File: src/rtl/demux2_stream.sv
// 1-to-2 stream demultiplexer. Each accepted word is routed by sel into one of
// two independent 2-entry FIFOs, and each FIFO keeps its own count of accepted words.
module demux2_stream #(
   parameter int WIDTH = 8,
   parameter int CNT_W = 8
) (
   input  logic             clk,
   input  logic             rst,
   input  logic [WIDTH-1:0] d,
   input  logic             d_valid,
   output logic             d_ready,
   input  logic             sel,
   output logic [WIDTH-1:0] z0,
   output logic             z0_valid,
   input  logic             z0_ready,
   output logic [WIDTH-1:0] z1,
   output logic             z1_valid,
   input  logic             z1_ready,
   output logic [CNT_W-1:0] cnt0,
   output logic [CNT_W-1:0] cnt1
);

   typedef enum logic [1:0] {EMPTY, ONE, TWO} occ_t;

   logic [1:0] full;
   logic [1:0] zr;
   logic       acc;

   // d_ready looks only at the occupancy of the selected FIFO. A pop in the
   // same cycle does not free space for the input.
   assign zr      = {z1_ready, z0_ready};
   assign d_ready = ~full[sel];
   assign acc     = d_valid && d_ready;

   for (genvar g = 0; g < 2; g++) begin : g_fifo
      occ_t             state_q, state_d;
      logic [WIDTH-1:0] head_q, tail_q;
      logic [CNT_W-1:0] cnt_q;
      logic             push, pop, valid, full_l;

      assign push = acc && (sel == (g == 1));
      assign pop  = valid && zr[g];

      always_ff @(posedge clk or posedge rst) begin
         if (rst) state_q <= EMPTY;
         else     state_q <= state_d;
      end

      always_comb begin
         state_d = state_q;
         case (state_q)
            EMPTY:   if (push) state_d = ONE;
            ONE:     if (push && !pop) state_d = TWO;
                     else if (pop && !push) state_d = EMPTY;
            TWO:     if (pop) state_d = ONE;
            default: state_d = EMPTY;
         endcase
      end

      always_comb begin
         valid  = (state_q != EMPTY);
         full_l = (state_q == TWO);
      end

      // head_q drives the output. tail_q holds the second word only while the FIFO is in TWO.
      always_ff @(posedge clk or posedge rst) begin
         if (rst) begin
            head_q <= '0;
            tail_q <= '0;
         end else begin
            case (state_q)
               EMPTY: if (push) head_q <= d;
               ONE: begin
                  if (push && pop) head_q <= d;
                  else if (push)   tail_q <= d;
               end
               TWO:     if (pop) head_q <= tail_q;
               default: ;
            endcase
         end
      end

      always_ff @(posedge clk or posedge rst) begin
         if (rst)       cnt_q <= '0;
         else if (push) cnt_q <= cnt_q + 1'b1;
      end
   end

   assign full     = {g_fifo[1].full_l, g_fifo[0].full_l};
   assign z0       = g_fifo[0].head_q;
   assign z0_valid = g_fifo[0].valid;
   assign cnt0     = g_fifo[0].cnt_q;
   assign z1       = g_fifo[1].head_q;
   assign z1_valid = g_fifo[1].valid;
   assign cnt1     = g_fifo[1].cnt_q;

endmodule

File: config.mk
export PLATFORM = sky130hd
export DESIGN_NAME = demux2_stream
export DESIGN_NICKNAME = d
export VERILOG_FILES = /design/src/rtl/demux2_stream.sv
export SDC_FILE = /design/constraint.sdc
export NUM_CORES = 1
export LEC_CHECK = 0
export CAP_MARGIN = 20
export CORE_ASPECT_RATIO = 0.6
export CORE_MARGIN = 4
export CORE_UTILIZATION = 57
export CTS_BUF_LIST = sky130_fd_sc_hd__clkbuf_4 sky130_fd_sc_hd__clkbuf_8
export CTS_CLUSTER_SIZE = 20
export DETAILED_ROUTE_END_ITERATION = 6
export PLACE_DENSITY = 0.87
export SKIP_CTS_REPAIR_TIMING = 1
export SLEW_MARGIN = 20
export SYNTH_ARGS = -nofsm -noshare
export SYNTH_HDL_FRONTEND = slang
export SYNTH_SLANG_ARGS = --single-unit
export TNS_END_PERCENT = 100
File: constraint.sdc
create_clock -name clk -period 4.5 [get_ports clk]
set_input_delay 0.675 -clock clk [delete_from_list [all_inputs] [get_ports clk]]
set_output_delay 0.675 -clock clk [all_outputs]
set_load 0.02 [all_outputs]
; ---- After elaboration in Yosys (flattened, before gate mapping)
; Cells that the tools add are included.
[word_totals]
regBits = 52
word_cells = 74
[op_classes]
n_addsub = 2
order_cmp = 1
eq_ne = 12
muxes = 20
bitwise = 4
n_reduce_logical = 27
[op_table]
columns = cell, count
row1 = 8-bit 2-to-1 mux, 6
row2 = 8-bit case mux with 3 select lines, 2
row3 = "8-bit by 1-bit adder with 8-bit output, second input constant", 2
row4 = 2-bit 2-to-1 mux, 8
row5 = "2-bit inequality test, second input constant", 6
row6 = 2-bit case mux with 3 select lines, 2
row7 = 3-bit AND reduction, 4
row8 = 1-bit logical AND, 11
row9 = 4-bit AND reduction, 2
row10 = "3-bit inequality test, second input constant", 2
row11 = 3-bit nonzero test, 2
row12 = "2-bit by 1-bit == test with 1-bit output, second input constant", 2
row13 = "2-bit == test, second input constant", 2
row14 = 1-bit zero test, 4
row15 = 2-bit zero test, 2
row16 = 1-bit inverter, 4
row17 = 2-bit nonzero test, 2
row18 = "1-bit by 2-bit less-than comparator with 1-bit output, second input constant", 1
row19 = 1-bit 2-to-1 mux, 2

; ---- Logic depth before layout (Yosys ltp)
; Gate-level depths: netlist of run 1.
[logic_depth]
word_depth = 11
depth_mapped = 9
ltp_nobuf = 7

; ---- Worst setup path after synthesis of run 1
; No wires, ideal clock.
[synth_timing]
path_kind = input-to-reg
startpoint = in sel
endpoint = reg g_fifo[0].head_q[0], in the netlist z0[0]
setup_time_ps = 125
t_arrival_ps = 2129
required_time_ps = 4375
setup_slack_ps = 2246
path_stages = 7
path_buffers = 1
cell_sequence = nand2b_1 > clkbuf_1 > nor2_1 > ha_1 > nand2_1 > o211ai_4 > mux2_2
[synth_via]
elab_chain_len = 8
word_cells_on_any_way = 10
classes_between = eq/ne: 2 / mux: 2 / bitwise: 2 / reduce/logical: 4
[synth_rtl]
columns = item, line_no
row1 = "start, declared", 12  ; input logic sel,
row2 = 1-bit 2-to-1 mux (not written as such) (2 in a row), 32  ; assign d_ready = ~full[sel];
row3 = 1-bit inverter, 32
row4 = 1-bit logical AND, 33  ; assign acc = d_valid && d_ready;
row5 = 1-bit logical AND (*), 41  ; assign push = acc && (sel == (g == 1));
row6 = via g_fifo[0].push, 39  ; logic push, pop, valid, full_l;
row7 = 1-bit logical AND, 74  ; if (push && pop) head_q <= d;
row8 = 2-bit inequality test (no line), --
row9 = 4-bit AND reduction (no line) (*), --
row10 = "end signal, assigned", 77  ; TWO: if (pop) head_q <= tail_q;
row11 = "end, declared", 37  ; logic [WIDTH-1:0] head_q, tail_q;
; The timed path passes the listed nets; every way through them passes the cells marked *. The select of a mux whose other input is x is not followed.
; A chain may end at the register's enable or synchronous reset.

; ---- Final worst setup path of run 1
[layout_timing]
startpoint = in sel
endpoint = out d_ready
[layout_via]
elab_chain_len = 3
[layout_rtl]
columns = item, line_no
row1 = 1-bit 2-to-1 mux (not written as such) (2 in a row), 32
row2 = 1-bit inverter, 32
row3 = "end, declared", 11  ; output logic d_ready,
; Every way passes these cells. The select of a mux whose other input is x is not followed.

==> results of run 1 <==
==> critical path: cells and delay by family <==
family                 cells  cell delay (ps)
buffers and inverters      2             1170
muxes                      1              210
==> per-layer routing <==
layer | wire, µm | track usage (%) | vias to the layer above
met5 | 0 | 0 | -
met1 | 2520 | 28.5 | 805
met4 | 65 | 7.41 | 0
met3 | 192 | 4.57 | 8
li1 | - | - | 775
met2 | 2220 | 27.5 | 27
==> cell usage after synthesis <==
master	n
nand2b_1	3
nand2_1	9
nand3_1	6
clkbuf_1	3
o21a_1	1
ha_1	8
xor2_1	14
nor4b_1	2
o21ai_0	2
buf_2	2
nor4_1	4
nor2_1	2
nand3b_1	8
nor3b_1	2
nand4_1	3
dfrtp_1	52
or2_2	2
mux2_2	49
o211ai_4	1
inv_1	3
nor2b_1	2
or4b_4	1
nor3_1	4
buf_6	3
o22ai_1	1
o211ai_2	1
mux2_1	1
a21o_1	1
mux2i_1	1
==> power by group through the flow <==
| stage | sequential (mW) | clock (mW) | combinational [mW] |
|---|---|---|---|
| global placement | 0.850 | 0 | 0.839 |
| detailed placement | 0.862 | 0 | 0.858 |
| CTS | 0.857 | 0.331 | 0.866 |
| finish | 0.858 | 0.324 | 0.857 |
| global route | 0.891 | 0.353 | 0.919 |
| floorplan | 0.972 | 0 | 0.372 |
==> worst paths after layout <==
path                                      start       to  depth (start not counted)
setup / recovery                            sel  d_ready                          3
hold reg to reg                         cnt0[7]  cnt0[7]                          1
hold / removal                          cnt0[7]  cnt0[7]                          1
min in group asynchronous                   rst  cnt1[5]                          2
setup reg to reg           g_fifo[0].state_q[1]    z0[7]                          7
max in group asynchronous                   rst  cnt1[2]                          2
==> cell type report <==
| type | instances | area [µm²] |
|---|---|---|
| Clock buffer | 6 | 76.3 |
| Clock inverter | 2 | 35.0 |
| Fill cell | 287 | 1050 |
| Inverter | 3 | 12.5 |
| Multi-Input combinational cell | 128 | 1150 |
| Sequential cell | 52 | 1300 |
| Tap cell | 60 | 75.1 |
| Timing Repair Buffer | 49 | 488 |
==> sequential cells by signal (all words and copies together) (netlist names) <==
signal / count
g_fifo.tail_q: 16
cnt0: 8
cnt1: 8
z0: 8
z1: 8
g_fifo.state_q: 4
==> logic make-up after synthesis <==
| family | count (synthesis) |
|---|---|
| multiplexers | 51 |
| flip-flops | 52 |
| AND/OR/NAND/NOR | 48 |
| AO/OA/AOI/OAI | 7 |
| adder cells (fa/ha/maj) | 8 |
| XOR/XNOR | 14 |
| buffers and inverters | 11 |
==> summary.md, run 1 <==
| Metric | Value |
|---|---|
| Status | finished clean |
| CTS root buf | clkbuf_8 |
| Register bit total from synthesis | 52 |
| Comb pwr share | 42.0% |
| Synth Area in XOR/XNOR | 4.88% |
| Pin count of the biggest net entering global routing | 53 |
| # diodes | 0 |
| Die width | 93.7 µm |
| Worst-Margin Slew | 903 ps |
| Core Footprint | 0.00419 mm² |
| Initial antenna violation count | 0 |
| Full die area | 0.00557 mm² |
| GRT overflow | 0 |
| WHS | 475 ps |
| Final Cycle Share | 60.6% |
| Mapped Cells | 191 |
| DRT Wirelength | 5000 µm |
| R2R Setup Slk | 2170 ps |
| Placed inst area | 0.00302 mm² |
| NetSw | 0.719 mW |
| Pre-CTS setup slack | 1550 ps |
| Vias per Instance | 5.38 |
| Final slew viol count | 0 |
| Layout Skew | 2.95 ps |
| Clk buf depth | 2 |
| Yosys top cell area share | 51.8% |
| Top cell by count, worst path | clkdlybuf4s50_1 |
| Post-synth cell types | 29 |
| Synthesized area per cell | 13.2 µm² |
| First-pass GRT wire length | 8010 µm |
| Nets | 261 |
| HPWL Detailed | 3480 µm |
| Power consumption | 2.04 mW |
| F_max | 0.367 GHz |
| All-Layer GR Usage | 19.3% |
| Clock group share of total power | 15.9% |
| Synth Net Count | 213 |
| Synthesized cell area | 0.00251 mm² |
| Setup Total Neg Slack | 0 ps |
| Simple-gate area share of the yosys netlist | 11.3% |
| CTS tree | built |
| Post-synth top area cell | dfrtp_1 |
| First-pass DRT Iterations | 4 |
| Num rows | 18 |
| CP max stage cell | clkdlybuf4s50_1 |
| Remaining DRCs | 0 |
| Post-synthesis mux area share | 22.8% |
| Main combinational cell family by area after synthesis | multiplexers |
| Max_slew headroom | 39.8% |
| Vias in the first global route | 1,581 |
| Reg power frac | 42.1% |
| WS Path Type | in2out |
| Worst-skew pair later-pin latency | 310 ps |
| Required @ worst endpoint | 3830 ps |
| Cells taking the most area after synthesis | dfrtp_1 (52%), mux2_2 (22%), xor2_1 (4.9%), ha_1 (4.0%), nand3b_1 (2.4%) |
| Worst Hold Class | reg2reg |
| CTS Buf Count | 5 |
| Non-filler instance count after layout | 300 |
| Core Util, Final | 74.8% |
| Most common cell after layout, fill and taps aside | dfrtp_1 |
| Clock sink total | 52 |
| Commonest non-fill, non-tap cells in the layout | dfrtp_1 (52), mux2_2 (49), clkdlybuf4s50_1 (48), xor2_1 (14), nand2_1 (9) |
| Crit-path max cell delay | 620 ps |
| Placed cell count | 292 |
| Internal Pwr Total | 1.32 mW |
| Switching share of power | 35.3% |
| Number of port buffers | 48 |
| Via count | 1,615 |
| Die height | 59.4 µm |
| DRT antenna net count | 0 |
| RD Place Congestion | 0.793 |
| Leakage | 1.36 nW |
| Startpoint class of the critical path | primary input |
| Design Area, Final | 0.00313 mm² |
| Layout area overhead | 24.7% |
| I/O pin total | 49 |
| Min cycle time layout | 2730 ps |
| Complex-gate fraction of the synthesized area | 2.59% |
| Starting density of the core | 60.0% |
| Detailed Route Iter0 Violations | 49 |
| H-Tree Level Count | 2 |
| VDD IR-drop max | 0.362 mV |
| Critical Path End Type | primary output |
| Share of cells above drive strength 1 | 26.7% |
| Final hold vios | 0 |
| Final setup viols | 0 |
| Crit-path max FO | 5 |
| Routed len/inst | 16.7 µm |
| Post-synthesis sequential area ratio | 51.8% |
| Arrival time at the worst endpoint | 2050 ps |
| Power Dens Cells | 651 mW/mm² |
| Post-synthesis adder-cell area fraction | 3.98% |
| RSZ-0062 raised after global routing | false |
| Crit path cell chain | clkdlybuf4s50_1, mux2i_1, clkdlybuf4s50_1 |
| Yosys warns | 0 |
| Reg clk slew, reported paths | 90 ps |
| Setup ws final | 1770 ps |
| Max-cap viol count | 0 |
Note: power is estimated with default switching activity, not from simulation.
==> run 2: changes to the inputs <==
- CORE_UTILIZATION: 57 -> 53
- PLACE_DENSITY: 0.87 -> 0.81
- clock period: 4.5 -> 2.6 ns (I/O delays scaled with it)
==> summary.md, run 2 (same netlist as run 1, synthesis figures left out) <==
| Metric | Value |
|---|---|
| Status | finished clean (unchanged) |
| I/O pin total | 49 (unchanged) |
| RD Place Congestion | 0.798 (was 0.793) |
| Power Dens Cells | 1120 mW/mm² (was 651 mW/mm²) |
| WL met3 | 166 µm (was 192 µm) |
| H-Tree Level Count | 2 (unchanged) |
| Clock sink total | 52 (unchanged) |
| Min cycle time layout | 2170 ps |
| FF-to-FF path depth | 6 (was 7) |
| DR top layer | met4 (unchanged) |
| GRT overflow | 0 (unchanged) |
| Max FFs per register | 16 (unchanged) |
| VDD IR-drop max | 0.622 mV (was 0.362 mV) |
| Pre-CTS setup slack | 224 ps (was 1550 ps) |
| Clk buf depth | 2 (unchanged) |
| # diodes | 0 (unchanged) |
| First-pass DRT Iterations | 4 (unchanged) |
| Final slew viol count | 0 (unchanged) |
| Detailed Route Iter0 Violations | 33 (was 49) |
| Nets | 267 (was 261) |
| CTS tree | built (unchanged) |
| Remaining DRCs | 0 (unchanged) |
| Final setup viols | 0 (unchanged) |
| RR Endpoint | g_fifo[0].tail_q[3] (was z0[7]) |
| Placed cell count | 301 (was 292) |
| Setup ws final | 425 ps (was 1770 ps) |
| Startpoint class of the critical path | flip-flop (was primary input) |
| Full die area | 0.00594 mm² (was 0.00557 mm²) |
| Num rows | 19 (was 18) |
| Reg2reg start | g_fifo[0].state_q[1] (unchanged) |
| Comb pwr share | 41.4% (was 42.0%) |
| RSZ-0062 raised after global routing | false (unchanged) |
| Layout Skew | 6.52 ps (was 2.95 ps) |
| Share of cells above drive strength 1 | 28.2% (was 26.7%) |
| Crit-path max FO | 8 (was 5) |
| DRT Wirelength | 4750 µm (was 5000 µm) |
| F_max | 0.460 GHz |
| Switching share of power | 33.6% (was 35.3%) |
| Final hold vios | 0 (unchanged) |
| Max_slew headroom | 64.8% (was 39.8%) |
| Vias in the first global route | 1,616 (was 1,581) |
| Largest Register | g_fifo.tail_q (unchanged) |
| Internal Pwr Total | 2.38 mW (was 1.32 mW) |
| NetSw | 1.21 mW (was 0.719 mW) |
| Pin count of the biggest net entering global routing | 30 (was 53) |
| Vias per Instance | 5.23 (was 5.38) |
| CTS root buf | clkbuf_8 (unchanged) |
| Setup Total Neg Slack | 0 ps (unchanged) |
| Power consumption | 3.58 mW (was 2.04 mW) |
| Reg power frac | 40.9% (was 42.1%) |
| Max-cap viol count | 0 (unchanged) |
| Initial antenna violation count | 0 (unchanged) |
| Reg clk slew, reported paths | 90 ps (about the same) |
| Critical Path End Type | primary output (unchanged) |
| WS Path Type | reg2out (was in2out) |
| Most common cell after layout, fill and taps aside | dfrtp_1 (unchanged) |
| Commonest non-fill, non-tap cells in the layout | dfrtp_1 (52), mux2_2 (49), clkdlybuf4s50_1 (48), xor2_1 (14), nand2_1 (9) (unchanged) |
| Routed len/inst | 15.4 µm (was 16.7 µm) |
| Die height | 61.3 µm (was 59.4 µm) |
| Die width | 96.9 µm (was 93.7 µm) |
| Core Footprint | 0.00456 mm² (was 0.00419 mm²) |
| Worst-Margin Slew | 528 ps (was 903 ps) |
| DRT antenna net count | 0 (unchanged) |
| Worst Hold Class | in2async (was reg2reg) |
| Post-Route M1 WL | 2460 µm (was 2520 µm) |
| CTS Buf Count | 5 (unchanged) |
| Leakage | 1.40 nW (was 1.36 nW) |
| WHS | 448 ps (was 475 ps) |
| R2R Setup Slk | 550 ps (was 2170 ps) |
| HPWL Detailed | 3530 µm (was 3480 µm) |
| Layout area overhead | 27.8% (was 24.7%) |
| Starting density of the core | 55.1% (was 60.0%) |
| Number of port buffers | 48 (unchanged) |
| All-Layer GR Usage | 17.0% (was 19.3%) |
| Worst-skew pair later-pin latency | 300 ps (was 310 ps) |
| Required @ worst endpoint | 2210 ps (was 3830 ps) |
| First-pass GRT wire length | 7900 µm (was 8010 µm) |
| Clock group share of total power | 17.7% (was 15.9%) |
| Via count | 1,611 (was 1,615) |
| Final Cycle Share | 83.7% |
| Arrival time at the worst endpoint | 1780 ps (was 2050 ps) |
| Routed met2 length | 2080 µm (was 2220 µm) |
| Non-filler instance count after layout | 308 (was 300) |
-- run 2: cell count changes in the layout (fill, tap and decap cells not counted), sizes merged --
cell and change:
inv +1, bufinv +1, clkbuf -1, clkinv -2
buf +6
-- run 2: layout make-up --
type / instances / area [µm²]
Clock inverter: 2 / 60.1
Timing Repair Buffer: 55 / 546
Tap cell: 63 / 78.8
Multi-Input combinational cell: 128 / 1150
Sequential cell: 52 / 1300
Fill cell: 338 / 1350
Inverter: 3 / 11.3
Clock buffer: 5 / 68.8
-- run 2: per-layer routing --
layer	GRT usage (%)	up-vias
met5	0	-
met4	3.60	0
met3	4.75	5
met2	26.0	26
met1	24.6	793
li1	-	787
-- run 2: critical path: stages, from the launching register on --
cell             delay, ps
dfrtp_1                500
nor2b_1                210
mux2i_1                160
clkdlybuf4s50_1        620
-- run 2: worst max-delay path by stage --
stage / slack [ps] / cells after the start / end / from
floorplan: 490 / 8 / z0[0] / g_fifo[0].state_q[1]
CTS: 410 / 3 / d_ready / sel
global placement: 300 / 6 / g_fifo[1].tail_q[1] / sel
global route: 330 / 3 / d_ready / g_fifo[0].state_q[1]
detailed placement: 220 / 6 / g_fifo[1].tail_q[3] / sel
finish: 430 / 3 / d_ready / g_fifo[0].state_q[1]
-- run 2: per-stage QoR --
| stage | cell area (µm²) | util (%) |
|---|---|---|
| floorplan | 2510 | - |
| global placement | 3080 | 67.5 |
| detailed placement | 3080 | 67.5 |
| CTS | 3210 | 70.4 |
| global route | 3210 | 70.4 |
| finish | 3210 | 70.4 |
-- run 2: power by group through the flow --
stage	Sequential, mW	Clock, mW	Combinational (mW)
2_1_floorplan	1.68	0	0.644
3_3_place_gp	1.47	0	1.47
3_5_place_dp	1.48	0	1.50
4_1_cts	1.47	0.646	1.50
5_1_grt	1.53	0.679	1.60
6_report	1.47	0.632	1.48
